[config.mk]
export PLATFORM = sky130hd
export DESIGN_NAME = level_width_meter
export DESIGN_NICKNAME = d
export VERILOG_FILES = /design/src/rtl/lwm_pkg.sv /design/src/rtl/lwm_fifo.sv /design/src/rtl/level_width_meter.sv
export SDC_FILE = /design/constraint.sdc
export NUM_CORES = 1
export LEC_CHECK = 0
export ABC_CLOCK_PERIOD_IN_PS = 6880
export CELL_PAD_IN_SITES_DETAIL_PLACEMENT = 0
export CELL_PAD_IN_SITES_GLOBAL_PLACEMENT = 1
export CORE_UTILIZATION = 53
export DETAILED_ROUTE_END_ITERATION = 10
export PLACE_DENSITY_LB_ADDON = 0.1
export SLEW_MARGIN = 20
export SYNTH_ARGS = -nofsm -noshare
export SYNTH_HDL_FRONTEND = slang
export SYNTH_SLANG_ARGS = --single-unit
[constraint.sdc]
create_clock -name clk -period 6.88 [get_ports clk]
set_input_delay 1.032 -clock clk [delete_from_list [all_inputs] [get_ports clk]]
set_output_delay 1.032 -clock clk [all_outputs]
set_load 0.01 [all_outputs]
[src/rtl/lwm_pkg.sv]
// lwm_pkg: shared state type and helpers for the level_width_meter block.
// Optional feature macro used by the block: LWM_TIMESTAMP_EN.
package lwm_pkg;

  // Measurement FSM: waiting for a rise, or counting a high interval
  typedef enum logic {
    IDLE = 1'b0,
    MEAS = 1'b1
  } state_t;

  // Largest value a counter of the given width can hold
  function automatic logic [31:0] cnt_max(input int unsigned w);
    return (32'd1 << w) - 32'd1;
  endfunction

endpackage

[src/rtl/lwm_fifo.sv]
// lwm_fifo: single-clock result FIFO for level_width_meter.
// A push into a full FIFO is still taken when a pop happens in the same cycle.
// The head output reads 0 while the FIFO is empty.
module lwm_fifo
  import lwm_pkg::*;
#(
  parameter int DEPTH = 4,
  parameter int W     = 8
) (
  input  logic         clk,
  input  logic         rst_n,
  input  logic         push,
  input  logic         pop,
  input  logic [W-1:0] din,
  output logic [W-1:0] dout,
  output logic         full,
  output logic         empty
);

  localparam int AW = $clog2(DEPTH);
  localparam int CW = AW + 1;

  logic [W-1:0]  mem [DEPTH];
  logic [AW-1:0] wptr;
  logic [AW-1:0] rptr;
  logic [CW-1:0] count;
  logic          push_ok;
  logic          pop_ok;

  assign empty   = (count == '0);
  assign full    = (count == CW'(DEPTH));
  assign pop_ok  = pop && !empty;
  assign push_ok = push && (!full || pop_ok);
  assign dout    = empty ? '0 : mem[rptr];

  // Pointer and occupancy bookkeeping; pointers wrap naturally since DEPTH is a power of two
  always_ff @(posedge clk) begin
    if (!rst_n) begin
      wptr  <= '0;
      rptr  <= '0;
      count <= '0;
    end else begin
      if (push_ok) wptr <= wptr + AW'(1);
      if (pop_ok)  rptr <= rptr + AW'(1);
      case ({push_ok, pop_ok})
        2'b10:   count <= count + CW'(1);
        2'b01:   count <= count - CW'(1);
        default: count <= count;
      endcase
    end
  end

  // Storage array; contents need no reset because the head is masked while empty
  always_ff @(posedge clk) begin
    if (push_ok) mem[wptr] <= din;
  end

endmodule

[src/rtl/level_width_meter.sv]
// level_width_meter: measures each high interval of a synchronous level in clk cycles,
// emits registered rise/fall pulses and queues finished widths in a small FIFO.
// Optional macro LWM_TIMESTAMP_EN adds a free-running timestamp captured at each rise
// and presented on width_ts alongside the queued width.
module level_width_meter
  import lwm_pkg::*;
#(
  parameter int CNT_W = 16,
  parameter int DEPTH = 4,
  parameter int MIN_W = 1
) (
  input  logic             clk,
  input  logic             rst_n,
  input  logic             level,
  input  logic             meas_en,
  output logic             rise_pulse,
  output logic             fall_pulse,
  output logic             busy,
  output logic [CNT_W-1:0] width_data,
  output logic             width_sat,
  output logic             width_valid,
  input  logic             width_ready,
  output logic             drop_sticky
`ifdef LWM_TIMESTAMP_EN
  ,
  output logic [CNT_W-1:0] width_ts
`endif
);

  localparam logic [CNT_W-1:0] CNT_MAX = CNT_W'(cnt_max(CNT_W));
  localparam logic [CNT_W-1:0] MIN_V   = CNT_W'(MIN_W);

  typedef struct packed {
    logic [CNT_W-1:0] width;
    logic             sat;
`ifdef LWM_TIMESTAMP_EN
    logic [CNT_W-1:0] ts;
`endif
  } entry_t;

  state_t           state;
  state_t           state_next;
  logic             level_q;
  logic             rise;
  logic             fall;
  logic [CNT_W-1:0] cnt;
  logic [CNT_W-1:0] cnt_next;
  logic             sat;
  logic             sat_next;
  logic             push_req;
  logic             pop;
  logic             full;
  logic             empty;
  entry_t           push_entry;
  entry_t           head_entry;

  assign rise        = level && !level_q;
  assign fall        = !level && level_q;
  assign busy        = (state == MEAS);
  assign width_valid = !empty;
  assign pop         = width_valid && width_ready;
  assign width_data  = head_entry.width;
  assign width_sat   = head_entry.sat;

`ifdef LWM_TIMESTAMP_EN
  logic [CNT_W-1:0] ts_cnt;
  logic [CNT_W-1:0] ts_cap;

  // Free-running timestamp, latched at the rise that starts an accepted measurement
  always_ff @(posedge clk) begin
    if (!rst_n) begin
      ts_cnt <= '0;
      ts_cap <= '0;
    end else begin
      ts_cnt <= ts_cnt + CNT_W'(1);
      if (state == IDLE && rise && meas_en) ts_cap <= ts_cnt;
    end
  end

  assign width_ts = head_entry.ts;
`endif

  // Pack the finished measurement into a FIFO entry
  always_comb begin
    push_entry       = '0;
    push_entry.width = cnt;
    push_entry.sat   = sat;
`ifdef LWM_TIMESTAMP_EN
    push_entry.ts    = ts_cap;
`endif
  end

  // Level history, registered edge pulses, FSM state, counter and sticky drop flag
  always_ff @(posedge clk) begin
    if (!rst_n) begin
      level_q     <= 1'b0;
      rise_pulse  <= 1'b0;
      fall_pulse  <= 1'b0;
      state       <= IDLE;
      cnt         <= '0;
      sat         <= 1'b0;
      drop_sticky <= 1'b0;
    end else begin
      level_q    <= level;
      rise_pulse <= rise;
      fall_pulse <= fall;
      state      <= state_next;
      cnt        <= cnt_next;
      sat        <= sat_next;
      if (push_req && full && !pop) drop_sticky <= 1'b1;
    end
  end

  // Next-state logic: start on an enabled rise, count while high, finish or abort
  always_comb begin
    state_next = state;
    cnt_next   = cnt;
    sat_next   = sat;
    push_req   = 1'b0;
    case (state)
      IDLE: begin
        if (rise && meas_en) begin
          state_next = MEAS;
          cnt_next   = CNT_W'(1);
          sat_next   = 1'b0;
        end
      end
      MEAS: begin
        if (!meas_en) begin
          state_next = IDLE;
          cnt_next   = '0;
          sat_next   = 1'b0;
        end else if (level) begin
          if (cnt == CNT_MAX) sat_next = 1'b1;
          else                cnt_next = cnt + CNT_W'(1);
        end else begin
          state_next = IDLE;
          push_req   = (cnt >= MIN_V);
          cnt_next   = '0;
          sat_next   = 1'b0;
        end
      end
      default: begin
        state_next = IDLE;
        cnt_next   = '0;
        sat_next   = 1'b0;
      end
    endcase
  end

  lwm_fifo #(
    .DEPTH (DEPTH),
    .W     ($bits(entry_t))
  ) u_fifo (
    .clk   (clk),
    .rst_n (rst_n),
    .push  (push_req),
    .pop   (pop),
    .din   (push_entry),
    .dout  (head_entry),
    .full  (full),
    .empty (empty)
  );

endmodule
-- Word-level counts from Yosys, hierarchy flattened
Memories as Yosys holds them, arrays and structs flattened. A register that Yosys moved wholly into a read port is not among the register bits.
Index checks and enable logic that the tools add are counted.
- register bits after elaboration: 29
- RAM bits: 68
- input port bits: 5
- output and inout port bits: 22
- word-level logic and storage cells: 66
- memories: 1
- add/subtract/negate cells: 5
- order comparisons: 1
- eq/ne operators: 7
- muxes and demuxes: 23
- bitwise gates (word level): 1
- reduce and logical (&&, ||, !) cells: 18
- memory list (memory ; depth ; bits a word ; read ports ; clocked after memory_dff ; wr ports ; line ; source):
    u_fifo.mem ; 4 ; 17 ; 1 ; 1 ; 1 ; lwm_fifo.sv:23 ; logic [W-1:0] mem [DEPTH];
- operator list (kind ; count):
    16-bit two-way mux ; 4
    16-bit one-hot mux with 2 select lines ; 1
    17-bit two-way mux ; 1
    16-bit by 1-bit adder with 16-bit output, second input constant ; 1
    16-bit equality test, second input constant ; 1
    16-bit by 1-bit >= comparator with 1-bit output, second input constant ; 1
    1-bit two-way mux ; 12
    1-bit logical AND ; 8
    3-bit one-hot mux with 2 select lines ; 1
    1-bit zero test ; 5
    2-bit by 1-bit adder with 2-bit output, second input constant ; 2
    2-bit two-way mux ; 2
    4-bit by 3-bit inequality test with 1-bit output, second input constant ; 1
    4-bit inequality test, second input constant ; 1
    1-bit one-hot mux with 2 select lines ; 2
    2-bit AND reduction ; 2
    3-bit by 1-bit adder with 3-bit output, second input constant ; 1
    3-bit equality test, second input constant ; 1
    3-bit zero test ; 1
    3-bit by 1-bit subtractor with 3-bit output, second input constant ; 1
    2-bit by 1-bit equality test with 1-bit output, second input constant ; 1
    2-bit equality test, second input constant ; 1
    2-bit inequality test, second input constant ; 1
    2-bit nonzero test ; 1
    other kinds (2) ; 2

-- Longest topological paths before layout
Gate-level depths: netlist (run 1).
- depth in word-level cells: 8
- depth in mapped cells: 13
- mapped depth without buffers: 12

-- By module
Synthesis (run 1) repeated with hierarchy kept, for this count alone.
- cell total of the unflattened synthesis: 314
- area, all modules: 4410.5 um^2
- modules (own cells, without submodules) (module ; times used ; cells an instance ; area an instance (um^2)):
    lwm_fifo ; 1 ; 175 ; 3194.3
    level_width_meter ; 1 ; 139 ; 1216.2

-- Least setup slack after synthesis (run 1)
OpenSTA, ideal clock, no wires.
- kind: in2reg
- start point: input width_ready
- end point: register u_fifo.count[2]
- data arrival time: 2.927 ns
- setup slack: 3.883 ns
- stages: 10
- path buffers: 1
- cell sequence: nor4b_1 and4bb_2 clkbuf_1 inv_1 ha_1 inv_1 fa_1 xor2_1 or3_1 a21oi_1
- word-level cells in the longest chain between the ends: 6
- RTL lines (what ; line ; source):
    from (decl) ; level_width_meter.sv:22 ; input logic width_ready,
    1-bit logical AND (*) ; level_width_meter.sv:61 ; assign pop = width_valid && width_ready;
    1-bit logical AND (*) ; lwm_fifo.sv:32 ; assign pop_ok = pop && !empty;
    1-bit logical OR ; lwm_fifo.sv:33 ; assign push_ok = push && (!full || pop_ok);
    1-bit logical AND ; lwm_fifo.sv:33 ;
    2-bit by 1-bit equality test with 1-bit output or 2-bit equality test (tied branches) ; lwm_fifo.sv:45 ; case ({push_ok, pop_ok})
    3-bit one-hot mux with 2 select lines or 2-bit nonzero test (tied branches) ; -- ;
    to (signal assigned) ; lwm_fifo.sv:46 ; 2'b10: count <= count + CW'(1);
    to (signal assigned) ; lwm_fifo.sv:47 ; 2'b01: count <= count - CW'(1);
    to (signal assigned) ; lwm_fifo.sv:48 ; default: count <= count;
    to (decl) ; lwm_fifo.sv:26 ; logic [CW-1:0] count;
Every way passes the cells marked *; elsewhere a longest branch is shown, timed or not.
A chain may end at the register's enable or synchronous reset.

==> results_dict.tcl, run 1 <==
set metrics [dict create \
    vias_per_cell 5.50 \
    maxCapViolations 0 \
    cts_made_buffers 9 \
    cts_setup_buffers 0 \
    initial_core_util_pct 54.6 \
    r2r_slack_ps 3930 \
    setup_viol 0 \
    cts_max_level 3 \
    nNetsFinal 331 \
    syn_area_mm2 0.00420 \
    slowest_stage "dfxtp_1" \
    drtAntennaViolNets 0 \
    post-synth-top-area-fraction_pct 48.6 \
    finalHoldViolCount 0 \
    dp_hpwl_um 4800 \
    worstSetupEndpointType "output pin" \
    drt-initial-drc-count 123 \
    synth_area_leaders "edfxtp_1 (49%), dfxtp_1 (15%), mux4_2 (9.1%)" \
    period_needed_ps 3330 \
    cts_tree "yes" \
    worstSetupPathType "reg -> out" \
    synthCells 290 \
    synthToLayoutAreaGrowth_pct 11.9 \
    avgSynthCellArea_um2 14.5 \
    tightest_slew_ps 878 \
    dieArea_mm2 0.00828 \
    clk_latency_ps 350 \
    rsz0062_at_grt "false" \
    postCtsHoldBufs 0 \
    design_area_mm2 0.00470 \
    clk_pin_slew_worst_paths_ps 100 \
    place_congestion 0.772 \
    grt_max_degree 20 \
    relSlewSlack_pct 41.5 \
    drc 0 \
    firstDrtPassIters 4 \
    grt.overflow.total 0 \
    slew_viol_final 0 \
    synth_edf_count 68 \
    place.port_buffers 26 \
    cp-start-kind "flop" \
    grt_first_pass_wirelength_um 12100 \
    clock.fmax_mhz 300 \
    cts.repair.resized 0 \
    r2r-start "cnt[1]$_SDFFE_PN0P_" \
    hold_path_end "rise_pulse$_SDFF_PN0_" \
    clkSinkCount 99 \
    max_stage_delay_ps 870 \
    ir_drop_v 0.000102 \
    p_per_area_mw_per_mm2 209 \
    wirelength_um 7230 \
    rr_worst_depth 12 \
    avgRoutedWirePerCell_um 17.1 \
    setup_tns_ps 0 \
    worstHoldStart "level_q$_SDFF_PN0_" \
    drive_gt1_share_pct 14.3 \
    die_w_um 91.0 \
    synth_area_leader_cell "edfxtp_1" \
    ys_seq_elements 99 \
    timing.final.crit_share_pct 48.4 \
    status "complete, no violations" \
    critPathRequiredTime_ps 5850 \
    syn-num-nets 304 \
    worstPathMaxFanout 17 \
    cp_cell_sequence "mux4_2 > and2_1 > clkdlybuf4s50_1" \
    leakage_nw 1.53 \
    arrival_ps 2300 \
    row_count 32 \
    core-area_mm2 0.00769 \
    yosys_warnings 0 \
    async_reset_ff_share_pct 0 \
    boundaryPins 27 \
    via_count 2332 \
    antenna_found_initial 0 \
    ys.flop_type "edfxtp_1" \
    hp-class "reg -> reg" \
    clock_path_buffers 2 \
    synth_seq_area_share_pct 63.4 \
    antenna_cells 0 \
    dpl_cell_area_mm2 0.00453 \
    grt_pass1_vias 2281 \
    die_h_um 91.0 \
    yosysUniqueCellTypes 44 \
    whs_path_depth 1 \
    cts_root_buffer "clkbuf_8" \
    skew_ps 10.8 \
    grt_usage_pct 19.5 \
    reg2reg_to "u_fifo.count[2]$_SDFFE_PN0P_" \
]
==> per-stage QoR <==
| stage | total power [W] | hold WS (ps) | setup slack, ps | instances | utilization (%) |
|---|---|---|---|---|---|
| 5_1_grt | 0.00102 | 491 | 3450 | 424 | 61.1 |
| 2_1_floorplan | 0.000662 | 426 | 3880 | 290 | - |
| 3_3_place_gp | 0.000673 | 455 | 3390 | 408 | 58.9 |
| 3_5_place_dp | 0.000673 | 452 | 3340 | 408 | 58.9 |
| 6_report | 0.000983 | 463 | 3550 | 424 | 61.1 |
| 4_1_cts | 0.000992 | 465 | 3490 | 424 | 61.1 |
==> cell families after synthesis <==
family,share of synthesized area [%]
xor+xnor,3.34
flops,63.4
mux,9.59
simple gates,12.9
buf+inv,2.86
compound gates,5.04
fa+ha+maj,2.86
==> how the worst max path moves through the flow <==
| stage | from | to | slack, ps | cells after the start |
|---|---|---|---|---|
| CTS | flop | width_data[9] | 3490 | 3 |
| global placement | width_ready | u_fifo.count[2]$_SDFFE_PN0P_ | 3390 | 10 |
| floorplan | width_ready | u_fifo.count[2]$_SDFFE_PN0P_ | 3880 | 10 |
| global route | flop | width_data[2] | 3450 | 3 |
| detailed placement | width_ready | u_fifo.count[2]$_SDFFE_PN0P_ | 3340 | 10 |
| finish | flop | width_data[9] | 3550 | 3 |
==> where the power goes <==
group,internal (W),total (W),leakage [nW],switching (W)
clock network,0.000132,0.000324,0.0803,0.000193
logic,0.0000117,0.0000262,0.574,0.0000145
registers,0.000630,0.000633,0.875,0.00000295
total,0.000773,0.000983,1.53,0.000210
==> layer usage <==
layer | global-route usage (%) | up-vias | routed length (µm)
met2 | 31.9 | 42 | 3510
met3 | 3.10 | 8 | 318
met1 | 27.1 | 1160 | 3320
met4 | 5.95 | 0 | 84
li1 | - | 1122 | -
met5 | 0 | - | 0
==> synthesized netlist by cell type, types with 2 or more instances <==
cell      count
o31ai_1       2
a211oi_2      4
inv_1        13
and2_1       23
edfxtp_1     68
a211oi_1      3
xnor2_1      13
buf_6         2
a21oi_1       8
mux2i_1       2
o21ai_0       5
nor4_1        5
buf_2         2
nor4b_1       2
or3_1         2
mux4_2       17
xor2_1        3
nand2_1      13
ha_1          8
nand4_1       4
buf_4         2
nand3_1       4
and3_1        6
nor3_1        2
clkbuf_1      4
dfxtp_1      31
nor2_1       25
==> critical path: cells and delay by family (launching register included) <==
family | cells | cell delay [ps]
flip-flops | 1 | 870
buffers and inverters | 1 | 480
multiplexers | 1 | 420
AND/OR/NAND/NOR | 1 | 170
==> flip-flops by register name, summed over array words and instances (netlist names), 2 cells and up, named ones only <==
| register | count |
|---|---|
| u_fifo.mem | 68 |
| cnt | 16 |
| u_fifo.count | 3 |
| u_fifo.rptr | 2 |
| u_fifo.wptr | 2 |
==> final cells by class <==
| class | count | area, µm² |
|---|---|---|
| Timing Repair Buffer | 28 | 275 |
| Inverter | 13 | 48.8 |
| Multi-Input combinational cell | 166 | 1420 |
| Clock inverter | 6 | 41.3 |
| Tap cell | 102 | 128 |
| Clock buffer | 10 | 128 |
| Fill cell | 605 | 2990 |
| Sequential cell | 99 | 2660 |
==> placed cells by master, fill, tap and decap left out, types with 2 or more instances in the layout <==
cell type / netlist / layout
o21ai_0: 5 / 5
xor2_1: 3 / 3
mux4_2: 17 / 17
clkinvlp_4: 0 / 2
nor4_1: 5 / 5
buf_4: 2 / 2
xnor2_1: 13 / 13
and3_1: 6 / 6
and2_1: 23 / 23
inv_1: 13 / 13
mux2i_1: 2 / 2
a211oi_1: 3 / 3
a211oi_2: 4 / 4
nand2_1: 13 / 13
o31ai_1: 2 / 2
or3_1: 2 / 2
nor4b_1: 2 / 2
a21oi_1: 8 / 8
nor2_1: 25 / 25
nand4_1: 4 / 4
nand3_1: 4 / 4
edfxtp_1: 68 / 68
dfxtp_1: 31 / 31
nor3_1: 2 / 2
ha_1: 8 / 8
clkbuf_8: 0 / 9
clkdlybuf4s50_1: 0 / 26
(Power assumes the default switching activity.)
==> inputs of run 2 (changes only) <==
Settings changed: ABC_CLOCK_PERIOD_IN_PS 6880 to 2850, CORE_UTILIZATION 53 to 44.
Clock period 6.88 ns to 2.85 ns, I/O delays scaled along.
==> results_dict.tcl, run 2 (synthesis results as in run 1) <==
set metrics [dict create \
    vias_per_cell 5.09 \
    arrival_ps 2210 \
    regMostFlops "u_fifo.mem" \
    clock.fmax_mhz 379 \
    tightest_slew_ps 895 \
    initial_core_util_pct 45.4 \
    clk_latency_ps 350 \
    dieArea_mm2 0.00994 \
    grt_first_pass_wirelength_um 12800 \
    dpl_cell_area_mm2 0.00468 \
    clkSinkCount 99 \
    setup_tns_ps 0 \
    mostFrequentLayoutCells "edfxtp_1 (68), dfxtp_1 (31), clkdlybuf4s50_1 (26), nor2_1 (25), and2_1 (23)" \
    timing.final.crit_share_pct 92.6 \
    period_needed_ps 2640 \
    largest_reg_flops 68 \
    grt_pass1_vias 2384 \
    drtAntennaViolNets 0 \
    clock_path_buffers 2 \
    seq_area_mm2 0.00266 \
    setup_viol 0 \
    clk_pin_slew_worst_paths_ps 100 \
    finalHoldViolCount 0 \
    avgRoutedWirePerCell_um 16.5 \
    reg.largest.list "u_fifo.mem: 68 flops, cnt: 16 flops, u_fifo.count: 3 flops" \
    cp-start-kind "flop" \
    max_stage_delay_ps 560 \
    dp_hpwl_um 5240 \
    status "complete, no violations" \
    worstSetupPathType "reg -> out" \
    cp_cell_sequence "buf_4 > mux4_2 > and2_1 > clkdlybuf4s50_1" \
    totalPowerFinal_w 0.00242 \
    firstDrtPassIters 4 \
    wirelength_um 7710 \
    fin_ws_ps 211 \
    place_congestion 0.721 \
    p_per_area_mw_per_mm2 497 \
    hp-class "reg -> reg" \
    drt-initial-drc-count 102 \
    cts_made_buffers 9 \
    synthToLayoutAreaGrowth_pct 15.9 \
    via_count 2377 \
    place.port_buffers 26 \
    fill_cells 816 \
    drc 0 \
    cts_tree "yes" \
    crit_family "buffers and inverters" \
    core-area_mm2 0.00924 \
    rsz0062_at_grt "false" \
    grt_usage_pct 17.2 \
    final_common_cell "edfxtp_1" \
    design_area_mm2 0.00487 \
    maxCapViolations 0 \
    slowest_stage "mux4_2" \
    antenna_cells 0 \
    antenna_found_initial 0 \
    relSlewSlack_pct 40.3 \
    cts_setup_buffers 0 \
    skew_ps 11.2 \
    postCtsHoldBufs 0 \
    worstPathMaxFanout 17 \
    slew_viol_final 0 \
    cts_max_level 3 \
    whs_ps 495 \
    row_count 35 \
    drive_gt1_share_pct 18.9 \
    leakage_nw 1.56 \
    grt.overflow.total 0 \
    nNetsFinal 347 \
    ir_drop_v 0.000236 \
    worstSetupEndpointType "output pin" \
    die_h_um 99.7 \
    post-place-ws_ps -29.8 \
    boundaryPins 27 \
    cts_root_buffer "clkbuf_8" \
    grt_max_degree 19 \
    cts.repair.resized 0 \
    multi_input_area_mm2 0.00142 \
    path_buf_inv 2 \
    critPathRequiredTime_ps 2420 \
    die_w_um 99.7 \
]
-- run 2: cell count changes in the layout (fill, tap and decap cells not counted), sizes merged --
| cell | change |
|---|---|
| buf | +16 |
| clkinv | -2 |
| inv | +2 |
-- run 2: metrics by stage --
stage / util [%] / instances
finish: 52.7 / 467
global route: 52.7 / 467
CTS: 52.6 / 467
detailed placement: 50.7 / 451
global placement: 50.7 / 451
floorplan: - / 290
-- run 2: per-layer routing --
metal,vias up,routed length (µm),global-route usage [%]
met5,-,0,0
met4,0,39,3.73
met3,4,194,3.37
met2,38,3690,27.1
met1,1177,3790,24.7
li1,1158,-,-
-- run 2: power breakdown --
part	switching (W)	internal [W]	leakage, nW
Sequential	0.00000305	0.00152	0.823
Combinational	0.0000426	0.0000338	0.656
Clock	0.000492	0.000329	0.0853
Total	0.000538	0.00188	1.56
-- run 2: area by class of cell --
| class | instances | area share (%) |
|---|---|---|
| Clock buffer | 10 | 2.62 |
| Clock inverter | 6 | 1.03 |
| Inverter | 13 | 1.00 |
| Multi-Input combinational cell | 166 | 29.2 |
| Sequential cell | 99 | 54.7 |
| Tap cell | 129 | 3.32 |
| Timing Repair Buffer | 44 | 8.12 |
-- run 2: path summary, 6_finish.rpt --
| path | start | endpoint | slack (ps) | cells after the start |
|---|---|---|---|---|
| worst max-delay path | flop | width_data[2] | 210 | 4 |
| worst max register to register | cnt[1]$_SDFFE_PN0P_ | u_fifo.count[2]$_SDFFE_PN0P_ | 260 | 12 |
| worst min register to register | level_q$_SDFF_PN0_ | rise_pulse$_SDFF_PN0_ | 500 | 1 |
| worst min-delay path | level_q$_SDFF_PN0_ | rise_pulse$_SDFF_PN0_ | 500 | 1 |
